### src/rtl/internal_framebuffer_loader.sv
// Internal framebuffer loader: accepts an AXI-Stream of pixel beats and writes
// them to consecutive framebuffer RAM words. It flags a sticky error when the
// stream length does not match the commanded size.
module internal_framebuffer_loader #(
  parameter int NUMBER_OF_PIXELS_PER_BEAT    = 1,
  parameter int NUMBER_OF_SUB_PIXELS         = 4,
  parameter int SUB_PIXEL_WIDTH              = 8,
  parameter int FRAMEBUFFER_SIZE_IN_PIXEL_LG = 18,
  parameter int FB_SIZE_IN_PIXEL_LG          = 20,
  localparam int PIXEL_LG       = $clog2(NUMBER_OF_PIXELS_PER_BEAT),
  localparam int STREAM_WIDTH   = NUMBER_OF_PIXELS_PER_BEAT * NUMBER_OF_SUB_PIXELS * SUB_PIXEL_WIDTH,
  localparam int MASK_WIDTH     = NUMBER_OF_PIXELS_PER_BEAT * NUMBER_OF_SUB_PIXELS,
  localparam int MEM_ADDR_WIDTH = FRAMEBUFFER_SIZE_IN_PIXEL_LG - PIXEL_LG
) (
  input  logic                            aclk,
  input  logic                            resetn,

  input  logic [NUMBER_OF_SUB_PIXELS-1:0] confMask,

  input  logic                            apply,
  output logic                            applied,
  input  logic                            cmdLoad,
  input  logic [FB_SIZE_IN_PIXEL_LG-1:0]  cmdSize,

  input  logic                            s_axis_tvalid,
  output logic                            s_axis_tready,
  input  logic                            s_axis_tlast,
  input  logic [STREAM_WIDTH-1:0]         s_axis_tdata,

  output logic [STREAM_WIDTH-1:0]         writeDataPort,
  output logic                            writeEnablePort,
  output logic [MEM_ADDR_WIDTH-1:0]       writeAddrPort,
  output logic [MASK_WIDTH-1:0]           writeMaskPort,

  output logic                            loadError
);

  typedef enum logic [1:0] {
    IDLE,
    LOAD,
    DRAIN
  } state_t;

  state_t                            state;
  state_t                            state_next;

  logic [FB_SIZE_IN_PIXEL_LG-1:0]    beats_total;
  logic [FB_SIZE_IN_PIXEL_LG-1:0]    beats_done;
  logic [FB_SIZE_IN_PIXEL_LG-1:0]    beats_done_inc;
  logic [NUMBER_OF_SUB_PIXELS-1:0]   conf_mask_q;
  logic [MEM_ADDR_WIDTH-1:0]         addr;

  logic                              start;
  logic                              store_beat;
  logic                              error_set;

  assign beats_done_inc = beats_done + FB_SIZE_IN_PIXEL_LG'(1);

  // State register.
  always_ff @(posedge aclk) begin
    if (!resetn) begin
      state <= IDLE;
    end else begin
      state <= state_next;
    end
  end

  // Next-state, handshake and command decode.
  // applied is held low while the final beat's write is still on the port, so
  // "applied" only rises once every write of the command has been presented;
  // new commands are likewise refused during that cycle.
  always_comb begin
    state_next    = state;
    s_axis_tready = 1'b0;
    applied       = 1'b0;
    start         = 1'b0;
    store_beat    = 1'b0;
    error_set     = 1'b0;
    case (state)
      IDLE: begin
        applied = !writeEnablePort;
        if (apply && cmdLoad && !writeEnablePort) begin
          start      = 1'b1;
          state_next = LOAD;
        end
      end
      LOAD: begin
        s_axis_tready = (beats_done < beats_total);
        if (beats_total == '0) begin
          state_next = IDLE;
        end else if (s_axis_tvalid && s_axis_tready) begin
          store_beat = 1'b1;
          if (beats_done_inc == beats_total) begin
            if (s_axis_tlast) begin
              state_next = IDLE;
            end else begin
              error_set  = 1'b1;
              state_next = DRAIN;
            end
          end else if (s_axis_tlast) begin
            error_set  = 1'b1;
            state_next = IDLE;
          end
        end
      end
      DRAIN: begin
        s_axis_tready = 1'b1;
        if (s_axis_tvalid && s_axis_tlast) begin
          state_next = IDLE;
        end
      end
      default: begin
        state_next = IDLE;
      end
    endcase
  end

  // Command latch, beat/address counters, registered write port and error flag.
  always_ff @(posedge aclk) begin
    if (!resetn) begin
      beats_total     <= '0;
      beats_done      <= '0;
      conf_mask_q     <= '0;
      addr            <= '0;
      loadError       <= 1'b0;
      writeEnablePort <= 1'b0;
      writeDataPort   <= '0;
      writeAddrPort   <= '0;
      writeMaskPort   <= '0;
    end else begin
      writeEnablePort <= store_beat;
      if (start) begin
        beats_total <= cmdSize >> PIXEL_LG;
        beats_done  <= '0;
        conf_mask_q <= confMask;
        addr        <= '0;
        loadError   <= 1'b0;
      end
      if (store_beat) begin
        writeDataPort <= s_axis_tdata;
        writeAddrPort <= addr;
        writeMaskPort <= {NUMBER_OF_PIXELS_PER_BEAT{conf_mask_q}};
        addr          <= addr + MEM_ADDR_WIDTH'(1);
        beats_done    <= beats_done_inc;
      end
      if (error_set) begin
        loadError <= 1'b1;
      end
    end
  end

endmodule

### config.mk
export PLATFORM = sky130hd
export DESIGN_NAME = internal_framebuffer_loader
export DESIGN_NICKNAME = d
export VERILOG_FILES = /design/src/rtl/internal_framebuffer_loader.sv
export SDC_FILE = /design/constraint.sdc
export NUM_CORES = 1
export LEC_CHECK = 0
export CORE_MARGIN = 2
export CORE_UTILIZATION = 45
export CTS_BUF_LIST = sky130_fd_sc_hd__clkbuf_2 sky130_fd_sc_hd__clkbuf_4 sky130_fd_sc_hd__clkbuf_8
export CTS_CLUSTER_DIAMETER = 50
export CTS_CLUSTER_SIZE = 12
export DETAILED_ROUTE_END_ITERATION = 10
export PLACE_DENSITY = 0.71
export SKIP_CTS_REPAIR_TIMING = 1
export SYNTH_ARGS = -nofsm -noshare
export SYNTH_HDL_FRONTEND = slang
export SYNTH_SLANG_ARGS = --single-unit
### constraint.sdc
create_clock -name aclk -period 3.86 [get_ports aclk]
set_input_delay 0.386 -clock aclk [delete_from_list [all_inputs] [get_ports aclk]]
set_output_delay 0.386 -clock aclk [all_outputs]
set_load 0.02 [all_outputs]
Word level (Yosys, flattened, before mapping)
Index checks and enable logic that the tools add are counted.
Word-level totals
  bits in registers: 120
  input bits: 62
  output and inout port bits: 58
  word-level logic and storage cells: 57
Cells by class
  $add $sub $neg: 2
  $lt $le $gt $ge: 1
  eq/ne operators: 7
  multiplexer cells: 27
  reduce and logical (&&, ||, !) cells: 10
Operators by type and width (number)
  20-bit two-way mux: 2
  18-bit two-way mux: 2
  20-bit by 1-bit adder with 20-bit output, second input constant: 1
  20-bit equality test: 1
  20-bit logical NOT: 1
  20-bit < comparator: 1
  18-bit by 1-bit adder with 18-bit output, second input constant: 1
  1-bit two-way mux: 14
  2-bit two-way mux: 7
  2-bit case mux with 3 select lines: 1
  1-bit logical AND: 4
  2-bit inequality test, second input constant: 2
  4-bit inequality test, second input constant: 1
  4-bit AND reduction: 1
  2-bit nonzero test: 2
  3-bit inequality test, second input constant: 1
  2-bit by 1-bit equality test with 1-bit output, second input constant: 1
  2-bit equality test, second input constant: 1
  2-bit logical NOT: 1
  1-bit case mux with 2 select lines: 1
  1-bit logical NOT: 1

Longest topological paths before layout
Gate-level depths: netlist of the first run.
  word-level depth: 7
  gate-level depth with buffers: 14
  mapped depth without buffers: 11

Worst setup path before layout of the first run
OpenSTA, ideal clock, no wires.
  path kind: register to register
  start: reg beats_done[0]
  end: reg loadError
  library setup time: 0.065 ns
  data arrival time: 2.853 ns
  required time: 3.795 ns
  setup slack: 0.942 ns
  stages on the path, launching flop included: 13
  buffers on the path: 1
  clock period less this slack: 2.918 ns
  path through: dfxtp_1 -> ha_1 -> nand3_2 -> or4_1 -> buf_2 -> or4b_4 -> o211ai_2 -> a21oi_2 -> nor4_4 -> ha_1 -> nor2_1 -> a21oi_1 -> nor2_1
Between the ends
  cells in the longest elaborated chain, start to end: 7
  elaborated cells between the ends (all ways): 10
  those cells by class: add/sub: 1; order compare: 1; eq/ne: 1; mux: 5; reduce/logical: 2
RTL lines
  from (decl): RTL line 48  | logic [FB_SIZE_IN_PIXEL_LG-1:0] beats_done;
  from (signal assigned): RTL line 144  | beats_done <= beats_done_inc;
  20-bit by 1-bit adder with 20-bit output: RTL line 57  | assign beats_done_inc = beats_done + FB_SIZE_IN_PIXEL_LG'(1);
  20-bit equality test: RTL line 93  | if (beats_done_inc == beats_total) begin
  1-bit two-way mux: RTL line 93
  1-bit two-way mux *: RTL line 91  | end else if (s_axis_tvalid && s_axis_tready) begin
  1-bit two-way mux *: RTL line 89  | if (beats_total == '0) begin
  1-bit two-way mux *: RTL line 79  | case (state)
  1-bit two-way mux / 2-bit nonzero test (equally long branches)
  to (signal assigned): RTL line 125  | loadError <= 1'b0;
  to (signal assigned): RTL line 137  | loadError <= 1'b0;
  to (signal assigned): RTL line 147  | loadError <= 1'b1;
  to (decl): RTL line 35  | output logic loadError
Every way passes the cells marked *; elsewhere a longest branch is shown, timed or not.
A chain may end at the register's enable or synchronous reset.

Final worst setup path of the first run
  start: reg beats_total[14]
  end: out s_axis_tready
Between the ends
  cells in the longest elaborated chain, start to end: 2
RTL lines
  from (decl): RTL line 47  | logic [FB_SIZE_IN_PIXEL_LG-1:0] beats_total;
  from (signal assigned): RTL line 133  | beats_total <= cmdSize >> PIXEL_LG;
  20-bit < comparator: RTL line 88  | s_axis_tready = (beats_done < beats_total);
  1-bit case mux with 2 select lines: RTL line 79
  to (decl): RTL line 26  | output logic s_axis_tready,
Every way passes these cells.

==> flow_summary_export.csv, run 1 <==
group,metric,value,unit
floorplan,dieHeight,119,microns
floorplan,dieArea,0.0142,sq mm
grt,antenna_found_initial,0,
layout,final_nets,971,
grt,grt_pass1_wl,26.2,mm
sta,tightest_slew,0.779,ns
floorplan,die_x,119,microns
floorplan,fp.coreArea,0.0131,sq mm
power_and_ir_drop,p_sw_share,32.4,%
cts,clkTransAtPathRegs,0.07,ns
sta,grt_setup_unrepaired,"false",
sta,setup_viol,0,
place,gp_congestion,0.926,
synth,ys_warn_count,0,
layout,final_common_cell,"nand2_1",
power_and_ir_drop,p_per_area,431,mW/mm^2
synth,synthCells,783,
critical_path,reg2reg_to,"addr[4]$_SDFFE_PN0P_",
critical_path,worstPathRequired,3.47,ns
critical_path,rrSetupSlack,0.55,ns
sta,hold_ws,0.457,ns
cts,clkLatencyLatePin,0.45,ns
critical_path,crit_path_end_kind,"output pin",
layout,drive_gt1_share,7.14,%
cts,clock_sinks,120,
synth,ys_seq_area_share,40.2,%
synth,synth_cell_types,62,
floorplan,rows,42,
layout,multiInputGateArea,0.00329,sq mm
synth,async_reset_ff_share,0,%
synth,synth_ff_type,"dfxtp_1",
run_status,status,"complete, no violations",
cts,cts.htree.levels,4,
critical_path,critical_path_class,"flip-flop to output pin",
sta,fin_tns_setup,0,ns
critical_path,endpoint,"s_axis_tready",
grt,grt_max_degree,73,
sta,fmax,288,MHz
layout,fillers,1202,
critical_path,critPathArrivalTime,3.08,ns
synth,synth-seq-cells,120,
critical_path,cp-startpoint,"beats_total[14]$_SDFFE_PN0P_",
critical_path,reg2reg_depth,9,
routing,dr.pass1.iters,5,
grt,track_usage,22.7,%
place,io_buffers,119,
layout,synthToLayoutAreaGrowth,29.0,%
sta,slew_viol_final,0,
critical_path,critPathMaxFanout,7,
routing,wl_per_cell,14.5,microns
layout,regArea,0.00240,sq mm
power_and_ir_drop,p_int,2.25,mW
grt,grt_remaining_overflow,0,
critical_path,rr_startpoint,"beats_done[15]$_SDFFE_PN0P_",
routing,drc,0,
synth,synth-edff-count,0,
sta,skew,0.0106,ns
power_and_ir_drop,irDropWorstVdd,0.316,mV
routing,drt_iter0_drc,408,
cts,cts_tree,"yes",
sta,hold_violations,0,
cts,clockBufferDepth,2,
place,dp_hpwl,10.8,mm
sta,timing.final.crit_share,89.8,%
floorplan,initial_utilization,45.7,%
cts,numCtsBuffers,17,
sta,fin_crit,3.47,ns
routing,routed_via_density,5.36,
cts,clockRootBuffer,"clkbuf_8",
power_and_ir_drop,p_leak,2.73,nW
routing,ant_nets,0,
synth,syn_nets,871,
critical_path,crit_path_start_kind,"flip-flop",
sta,slew_headroom,47.5,%
flow_run,drv_cap,0,
synth,postSynthAreaPerCell,7.64,sq um
power_and_ir_drop,p_sw,1.08,mW
hold_path,worstHoldPathType,"flip-flop to flip-flop",
layout,final_cell_mix,"nand2_1, a21oi_1, dfxtp_1, clkdlybuf4s50_1, nor2_1",
floorplan,pin_count,120,
synth,synth.cell_area,0.00598,sq mm
power_and_ir_drop,combPwrFrac,24.1,%
power_and_ir_drop,power_frac_seq,41.2,%
routing,wirelength,15.6,mm
routing,vias,5751,
grt,grt_pass1_vias,5508,
layout,antenna_cells,0,
layout,postLayoutCoreUtil,59.0,%
power_and_ir_drop,pwr-share-clk,34.7,%
==> stage by stage <==
stage | setup WS, ns | std cells | power [mW] | instance area, sq um
after floorplan | 0.942 | 783 | 1.88 | 5980
after global placement | 0.735 | 1040 | 2.18 | 7310
after detailed placement | 0.626 | 1040 | 2.20 | 7310
after CTS | 0.411 | 1072 | 3.35 | 7710
after global routing | 0.259 | 1072 | 3.50 | 7710
final | 0.394 | 1072 | 3.33 | 7710
==> layout make-up <==
cell class / count / area share (%)
Clock buffer: 19 / 3.39
Clock inverter: 13 / 1.88
Inverter: 25 / 1.23
Multi-Input combinational cell: 587 / 42.6
Sequential cell: 120 / 31.1
Tap cell: 176 / 2.85
Timing Repair Buffer: 132 / 16.9
==> worst min path at each step <==
stage | startpoint | end | slack, ns | cells past startpoint
floorplan | conf_mask_q[0]$_SDFFE_PN0P_ | writeMaskPort[0]$_SDFFE_PN0P_ | 0.43 | 2
global placement | writeDataPort[0]$_SDFFE_PN0P_ | writeDataPort[0]$_SDFFE_PN0P_ | 0.44 | 2
detailed placement | writeDataPort[6]$_SDFFE_PN0P_ | writeDataPort[6]$_SDFFE_PN0P_ | 0.45 | 2
CTS | cmdSize[15] | beats_total[15]$_SDFFE_PN0P_ | 0.46 | 3
global route | cmdSize[16] | beats_total[16]$_SDFFE_PN0P_ | 0.47 | 3
finish | writeDataPort[3]$_SDFFE_PN0P_ | writeDataPort[3]$_SDFFE_PN0P_ | 0.46 | 2
==> power by group through the flow <==
| stage | clock (mW) | sequential, mW | combinational, mW |
|---|---|---|---|
| 2_1_floorplan | 0 | 1.43 | 0.441 |
| 3_3_place_gp | 0 | 1.40 | 0.782 |
| 3_5_place_dp | 0 | 1.40 | 0.797 |
| 4_1_cts | 1.18 | 1.37 | 0.802 |
| 5_1_grt | 1.24 | 1.38 | 0.882 |
| 6_report | 1.15 | 1.37 | 0.802 |
==> kinds of logic (layout without fill, tap and decap cells) <==
logic type / after synthesis / in the layout / synth area share [%]
flip-flops: 120 / 120 / 40.2
XOR/XNOR: 24 / 24 / 3.52
adder cells (fa/ha/maj): 26 / 26 / 5.44
multiplexers: 2 / 2 / 0.356
AO/OA/AOI/OAI: 196 / 196 / 18.5
buffers and inverters: 76 / 189 / 5.04
AND/OR/NAND/NOR: 339 / 339 / 27.0
==> critical path, stage by stage (launching register included) <==
cell and delay (ns):
dfxtp_1 0.49, inv_1 0.09, ha_1 0.30, nand2_1 0.05, nor2_1 0.10, a211oi_1 0.06
o21ai_0 0.62, nor2_1 0.14, a21oi_1 0.18, nor2b_1 0.06, clkdlybuf4s50_1 0.53
==> state kept, by name, summed over array words and instances (netlist names) <==
register,cells
conf_mask_q,4
writeAddrPort,18
beats_total,20
loadError,1
addr,18
state,2
writeDataPort,32
writeMaskPort,4
beats_done,20
writeEnablePort,1
==> cell usage after synthesis, drive strengths merged (2+ instances only) <==
library cell,n,area (sq um)
nand2,187,702
a21oi,124,628
dfxtp,120,2400
clkbuf,42,160
nor2,38,143
o21ai,35,175
nand3,27,140
ha,26,325
inv,25,93.8
xnor2,14,123
nand3b,13,97.6
nand4,12,90.1
and2,10,62.6
or3,10,65.1
xor2,10,87.6
buf,9,47.5
and3,8,51.3
nor3,8,40.0
nor4,7,58.8
a31oi,5,31.3
or4,5,40.0
a311oi,4,35.0
and4,4,36.3
o21a,4,30.0
nor2b,3,18.8
o211ai,3,27.5
a211oi,2,15.0
a21boi,2,15.0
a21o,2,15.0
a31o,2,17.5
a41oi,2,17.5
nor4b,2,23.8
o211a,2,20.0
or4b,2,23.8
==> layer usage <==
metal,vias up,wire length (microns),track usage (%),share of wire (%)
met5,-,0,0,0
met4,0,425,10.3,2.7
met3,38,853,5.99,5.5
met2,147,7170,36.5,46
met1,2660,7100,28.5,46
li1,2906,-,-,-
Note: power is estimated with default switching activity, not from simulation.
==> run 2, diff against run 1 <==
--- a/config.mk
+++ b/config.mk
@@ -12,6 +12,7 @@
 export CTS_CLUSTER_SIZE = 12
 export DETAILED_ROUTE_END_ITERATION = 10
 export PLACE_DENSITY = 0.71
+export REMOVE_ABC_BUFFERS = 1
 export SKIP_CTS_REPAIR_TIMING = 1
 export SYNTH_ARGS = -nofsm -noshare
 export SYNTH_HDL_FRONTEND = slang
==> run 2 against run 1 <==
Sequential cell count did not move; clock power rose by 7%; non-clock buffer count fell by 5; sequential power barely moved; largest cell class unchanged.
==> flow_summary_export.csv, run 2 (synthesis gave the netlist of run 1 again) <==
group,metric,value,unit
hold_path,holdPathStages,2,
critical_path,critPathMaxFanout,7,
routing,vias,5763,
routing,wl_per_cell,14.5,microns
routing,dr.pass1.iters,5,
sta,slew_headroom,26.8,%
layout,fin_cells,1067,
critical_path,rr_startpoint,"beats_total[15]$_SDFFE_PN0P_",
grt,track_usage,22.1,%
layout,fillers,1172,
sta,fmax,294,MHz
power_and_ir_drop,p_sw_share,30.8,%
layout,final_common_cell,"nand2_1",
layout,final_nets,966,
critical_path,crit_path_end_kind,"output pin",
grt,grt_remaining_overflow,0,
grt,grt_pass1_wl,25.6,mm
sta,worst_slack,0.461,ns
place,place_worst_setup_slack,0.669,ns
sta,hold_ws,0.453,ns
sta,setup_viol,0,
place,io_buffers,119,
routing,drt_iter0_drc,405,
power_and_ir_drop,irDropWorstVdd,0.374,mV
power_and_ir_drop,p_int,2.35,mW
critical_path,rrSetupSlack,0.63,ns
routing,wirelength,15.5,mm
sta,tightest_slew,1.10,ns
floorplan,pin_count,120,
layout,reg_top3,"writeDataPort: 32 flops, beats_done: 20 flops, beats_total: 20 flops",
layout,synthToLayoutAreaGrowth,28.8,%
routing,ant_nets,0,
cts,clock_sinks,120,
power_and_ir_drop,pwr-share-clk,36.3,%
power_and_ir_drop,p_leak,2.72,nW
floorplan,die_x,119,microns
layout,final_cell_mix,"nand2_1, a21oi_1, dfxtp_1, clkdlybuf4s50_1, nor2_1",
layout,antenna_cells,0,
sta,fin_crit,3.40,ns
power_and_ir_drop,p_per_area,441,mW/mm^2
sta,slew_viol_final,0,
sta,skew,0.00800,ns
floorplan,fp.coreArea,0.0131,sq mm
hold_path,worstHoldPathType,"flip-flop to flip-flop",
place,place_inst,1035,
critical_path,path_common_cell,"nor2_1",
critical_path,critPathArrivalTime,3.01,ns
critical_path,crit_buf_inv,2,
critical_path,slowest_delay,0.60,ns
layout,regMostFlops,"writeDataPort",
layout,drive_gt1_share,6.73,%
cts,clockRootBuffer,"clkbuf_8",
critical_path,cp_top_family,"compound AO/OA/AOI/OAI gates",
cts,numCtsBuffers,17,
grt,antenna_found_initial,0,
sta,hold_violations,0,
layout,largest_register_ffs,32,
critical_path,worstPathCellList,"inv_1 -> ha_1 -> nand2_1 -> nor2_1 -> a211oi_1 -> o21ai_0 -> nor2_1 -> a21oi_1 -> nor2b_1 -> clkdlybuf4s50_1",
routing,routed_via_density,5.40,
cts,clkLatencyLatePin,0.44,ns
power_and_ir_drop,power_frac_seq,40.4,%
sta,grt_setup_unrepaired,"false",
routing,drc,0,
floorplan,initial_utilization,45.7,%
place,gp_congestion,0.911,
critical_path,critical_path_class,"flip-flop to output pin",
sta,timing.final.crit_share,88.1,%
run_status,status,"complete, no violations",
flow_run,drv_cap,0,
place,dp_hpwl,10.4,mm
critical_path,slowest_stage,"o21ai_0",
cts,cts_tree,"yes",
floorplan,dieArea,0.0142,sq mm
cts,cts.htree.levels,4,
critical_path,reg2reg_depth,10,
floorplan,dieHeight,119,microns
power_and_ir_drop,finalPower,3.40,mW
critical_path,worstPathRequired,3.47,ns
grt,grt_max_degree,89,
cts,clkTransAtPathRegs,0.06,ns
grt,grt_pass1_vias,5348,
floorplan,rows,42,
hold_path,min_to,"writeDataPort[15]$_SDFFE_PN0P_",
power_and_ir_drop,combPwrFrac,23.3,%
power_and_ir_drop,p_sw,1.05,mW
hold_path,hold_start,"writeDataPort[15]$_SDFFE_PN0P_",
cts,clockBufferDepth,2,
critical_path,reg2reg_to,"addr[2]$_SDFFE_PN0P_",
critical_path,crit_path_start_kind,"flip-flop",
## run 2: cell count changes in the layout (fill, tap and decap cells not counted), moves of 2 or more
cell,delta
clkinv_4,-4
clkinv_2,+3
bufinv_16,+2
buf_4,-5
## run 2: how the worst max path moves through the flow
stage               slack, ns  cells after the start                    startpoint                     end
floorplan               -2.82                     10   beats_total[1]$_SDFFE_PN0P_   addr[10]$_SDFFE_PN0P_
global placement         0.70                     11    beats_done[0]$_SDFFE_PN0P_  loadError$_SDFFE_PN0P_
detailed placement       0.67                     11    beats_done[0]$_SDFFE_PN0P_  loadError$_SDFFE_PN0P_
CTS                      0.48                      9  beats_total[15]$_SDFFE_PN0P_           s_axis_tready
global route             0.30                     10  beats_total[15]$_SDFFE_PN0P_           s_axis_tready
finish                   0.46                     10  beats_total[15]$_SDFFE_PN0P_           s_axis_tready
## run 2: power groups by stage
stage	registers [mW]	clock network, mW	logic, mW
after floorplan	1.44	0	0.419
final	1.37	1.23	0.791
after detailed placement	1.40	0	0.791
after CTS	1.37	1.26	0.796
after global routing	1.38	1.32	0.868
after global placement	1.39	0	0.776
## run 2: layer usage
metal	part of all wire, %	GRT usage, %	routed length, microns	vias up
li1	-	-	-	2896
met2	46	34.7	7130	159
met5	0	0	0	-
met4	1.0	6.92	161	0
met3	8.3	8.38	1280	12
met1	45	28.2	6890	2696
## run 2: worst register-to-register path: stages, from the launching register on
cell and delay (ns):
dfxtp_1 0.45, inv_1 0.10, ha_1 0.33, nand2_1 0.06, nor2_1 0.10, a211oi_1 0.06
o21ai_0 0.60, nor4b_4 0.14, nor2_2 0.86, o21ai_0 0.28, a21oi_1 0.17
## run 2: area by class of cell
cell class | count | area (sq um) | area share (%)
multi-input cells | 587 | 3290 | 42.7
flip-flops and latches | 120 | 2400 | 31.2
well taps | 176 | 220 | 2.86
clock inverters | 13 | 176 | 2.29
inverters | 25 | 95.1 | 1.23
clock buffers | 19 | 255 | 3.31
repair buffers | 127 | 1260 | 16.4
## run 2: metrics by stage
step | cell area, sq um | util (%) | setup TNS (ns)
after detailed placement | 7270 | 55.6 | 0
after floorplan | 5770 | - | -167.90
final | 7700 | 58.9 | 0
after global routing | 7700 | 58.9 | 0
after CTS | 7700 | 58.9 | 0
after global placement | 7270 | 55.6 | 0
==> run 3, diff against run 2 <==
--- a/config.mk
+++ b/config.mk
@@ -5,14 +5,18 @@
 export SDC_FILE = /design/constraint.sdc
 export NUM_CORES = 1
 export LEC_CHECK = 0
+export CELL_PAD_IN_SITES_DETAIL_PLACEMENT = 1
+export CELL_PAD_IN_SITES_GLOBAL_PLACEMENT = 2
 export CORE_MARGIN = 2
-export CORE_UTILIZATION = 45
+export CORE_UTILIZATION = 30
 export CTS_BUF_LIST = sky130_fd_sc_hd__clkbuf_2 sky130_fd_sc_hd__clkbuf_4 sky130_fd_sc_hd__clkbuf_8
 export CTS_CLUSTER_DIAMETER = 50
 export CTS_CLUSTER_SIZE = 12
 export DETAILED_ROUTE_END_ITERATION = 10
-export PLACE_DENSITY = 0.71
+export PLACE_DENSITY = 0.81
+export RECOVER_POWER = 50
 export REMOVE_ABC_BUFFERS = 1
+export SETUP_SLACK_MARGIN = 0.02
 export SKIP_CTS_REPAIR_TIMING = 1
 export SYNTH_ARGS = -nofsm -noshare
 export SYNTH_HDL_FRONTEND = slang
==> run 3 against run 2 <==
Sequential cell count did not move; die area rose by 48%; setup slack got worse by 0.028 ns; clock skew rose by 0.0023 ns; clock-buffer cell count rose by 3; sequential power barely moved; register-to-register slack got worse by 0.03 ns; final area rose by 1.9%; combinational power rose by 2.9%; largest cell class unchanged; largest power group unchanged.
==> flow_summary_export.csv, run 3 (synthesis gave the netlist of run 1 again) <==
group,metric,value,unit
layout,regMostFlops,"writeDataPort",
power_and_ir_drop,combPwrFrac,24.4,%
layout,reg_top3,"writeDataPort: 32 flops, beats_done: 20 flops, beats_total: 20 flops",
layout,antenna_cells,0,
power_and_ir_drop,pwr-share-clk,34.5,%
routing,dr.pass1.iters,4,
critical_path,crit_path_end_kind,"output pin",
layout,final_nets,973,
layout,largest_register_ffs,32,
power_and_ir_drop,p_per_area,425,mW/mm^2
sta,grt_setup_unrepaired,"false",
sta,timing.final.crit_share,88.8,%
layout,fillers,2402,
sta,slew_headroom,9.54,%
routing,ant_nets,0,
run_status,status,"complete, no violations",
power_and_ir_drop,p_int,2.26,mW
routing,wirelength,18.2,mm
power_and_ir_drop,p_leak,2.94,nW
routing,drt_iter0_drc,253,
place,gp_congestion,0.786,
cts,clkTransAtPathRegs,0.07,ns
sta,tightest_slew,1.36,ns
cts,cts_tree,"yes",
grt,grt_pass1_wl,30.0,mm
layout,drive_gt1_share,7.04,%
sta,slew_viol_final,0,
power_and_ir_drop,p_sw_share,32.2,%
layout,synthToLayoutAreaGrowth,31.3,%
grt,grt_max_degree,87,
cts,cts.htree.levels,4,
sta,fin_crit,3.43,ns
sta,hold_violations,0,
place,dp_hpwl,12.3,mm
sta,setup_viol,0,
critical_path,critPathArrivalTime,3.04,ns
flow_run,drv_cap,0,
floorplan,dieArea,0.0211,sq mm
floorplan,initial_utilization,30.6,%
cts,clock_sinks,120,
cts,clockBufferDepth,2,
place,place_area,0.00746,sq mm
grt,grt_remaining_overflow,0,
cts,clkLatencyLatePin,0.44,ns
hold_path,worstHoldPathType,"flip-flop to flip-flop",
grt,antenna_found_initial,0,
routing,vias,5770,
power_and_ir_drop,power_frac_seq,41.1,%
sta,fmax,292,MHz
layout,final_common_cell,"nand2_1",
floorplan,die_x,145,microns
layout,final_area,0.00785,sq mm
layout,final_cell_mix,"nand2_1, a21oi_1, dfxtp_1, clkdlybuf4s50_1, dlygate4sd3_1",
power_and_ir_drop,irDropWorstVdd,0.196,mV
power_and_ir_drop,finalPower,3.33,mW
place,io_buffers,119,
critical_path,crit_path_start_kind,"flip-flop",
routing,routed_via_density,4.97,
critical_path,critPathMaxFanout,7,
floorplan,dieHeight,145,microns
grt,track_usage,17.5,%
sta,skew,0.0103,ns
power_and_ir_drop,p_sw,1.07,mW
critical_path,critical_path_class,"flip-flop to output pin",
floorplan,fp.coreArea,0.0195,sq mm
floorplan,rows,51,
cts,numCtsBuffers,17,
critical_path,worstPathRequired,3.47,ns
routing,wl_per_cell,15.7,microns
layout,postLayoutCoreUtil,40.2,%
routing,drc,0,
grt,grt_pass1_vias,5860,
floorplan,pin_count,120,
cts,clockRootBuffer,"clkbuf_8",
==> run 3: power by group through the flow <==
stage	registers, mW	clock network (mW)	logic, mW
5_1_grt	1.38	1.25	0.907
3_5_place_dp	1.40	0	0.843
2_1_floorplan	1.44	0	0.419
4_1_cts	1.37	1.19	0.849
3_3_place_gp	1.40	0	0.838
6_report	1.37	1.15	0.814
==> run 3: layout make-up <==
type	count	area (sq um)	share of cell area, %
Timing Repair Buffer	134	1340	17.0
Inverter	25	95.1	1.21
Clock buffer	22	297	3.78
Tap cell	265	332	4.22
Clock inverter	7	95.1	1.21
Sequential cell	120	2400	30.6
Multi-Input combinational cell	587	3290	41.9
==> run 3: metal layers <==
layer | vias to the layer above | track usage (%) | part of all wire (%)
met5 | - | 0 | 0
met4 | 0 | 4.51 | 1.1
met3 | 13 | 6.42 | 6.8
met2 | 120 | 28.1 | 45
met1 | 2733 | 22.1 | 48
li1 | 2904 | - | -
==> run 3: worst max-delay path, cell delays in order (launching register included) <==
cell	delay, ns
dfxtp_1	0.44
inv_1	0.10
ha_1	0.33
nand2_1	0.06
nor2_1	0.10
a211oi_1	0.06
o21ai_0	0.64
nor2_1	0.12
a21oi_1	0.18
nor2b_1	0.06
clkdlybuf4s50_1	0.53
==> run 3: final timing paths <==
kind,start,end,slack (ns),depth (start not counted)
worst max-delay path,beats_total[15]$_SDFFE_PN0P_,s_axis_tready,0.43,10
worst min-delay path,writeDataPort[27]$_SDFFE_PN0P_,writeDataPort[27]$_SDFFE_PN0P_,0.45,2
worst max register to register,beats_total[15]$_SDFFE_PN0P_,beats_done[6]$_SDFFE_PN0P_,0.60,9
worst min register to register,writeDataPort[27]$_SDFFE_PN0P_,writeDataPort[27]$_SDFFE_PN0P_,0.45,2
==> run 3: stage by stage <==
step                worst slack, ns  setup TNS, ns  instances  hold slack (ns)
finish                        0.432              0       1160            0.452
global route                 0.0606              0       1160            0.467
CTS                           0.359              0       1160            0.456
detailed placement            0.607              0       1131            0.446
global placement              0.682              0       1131            0.441
floorplan                     -2.82        -167.90        732            0.432
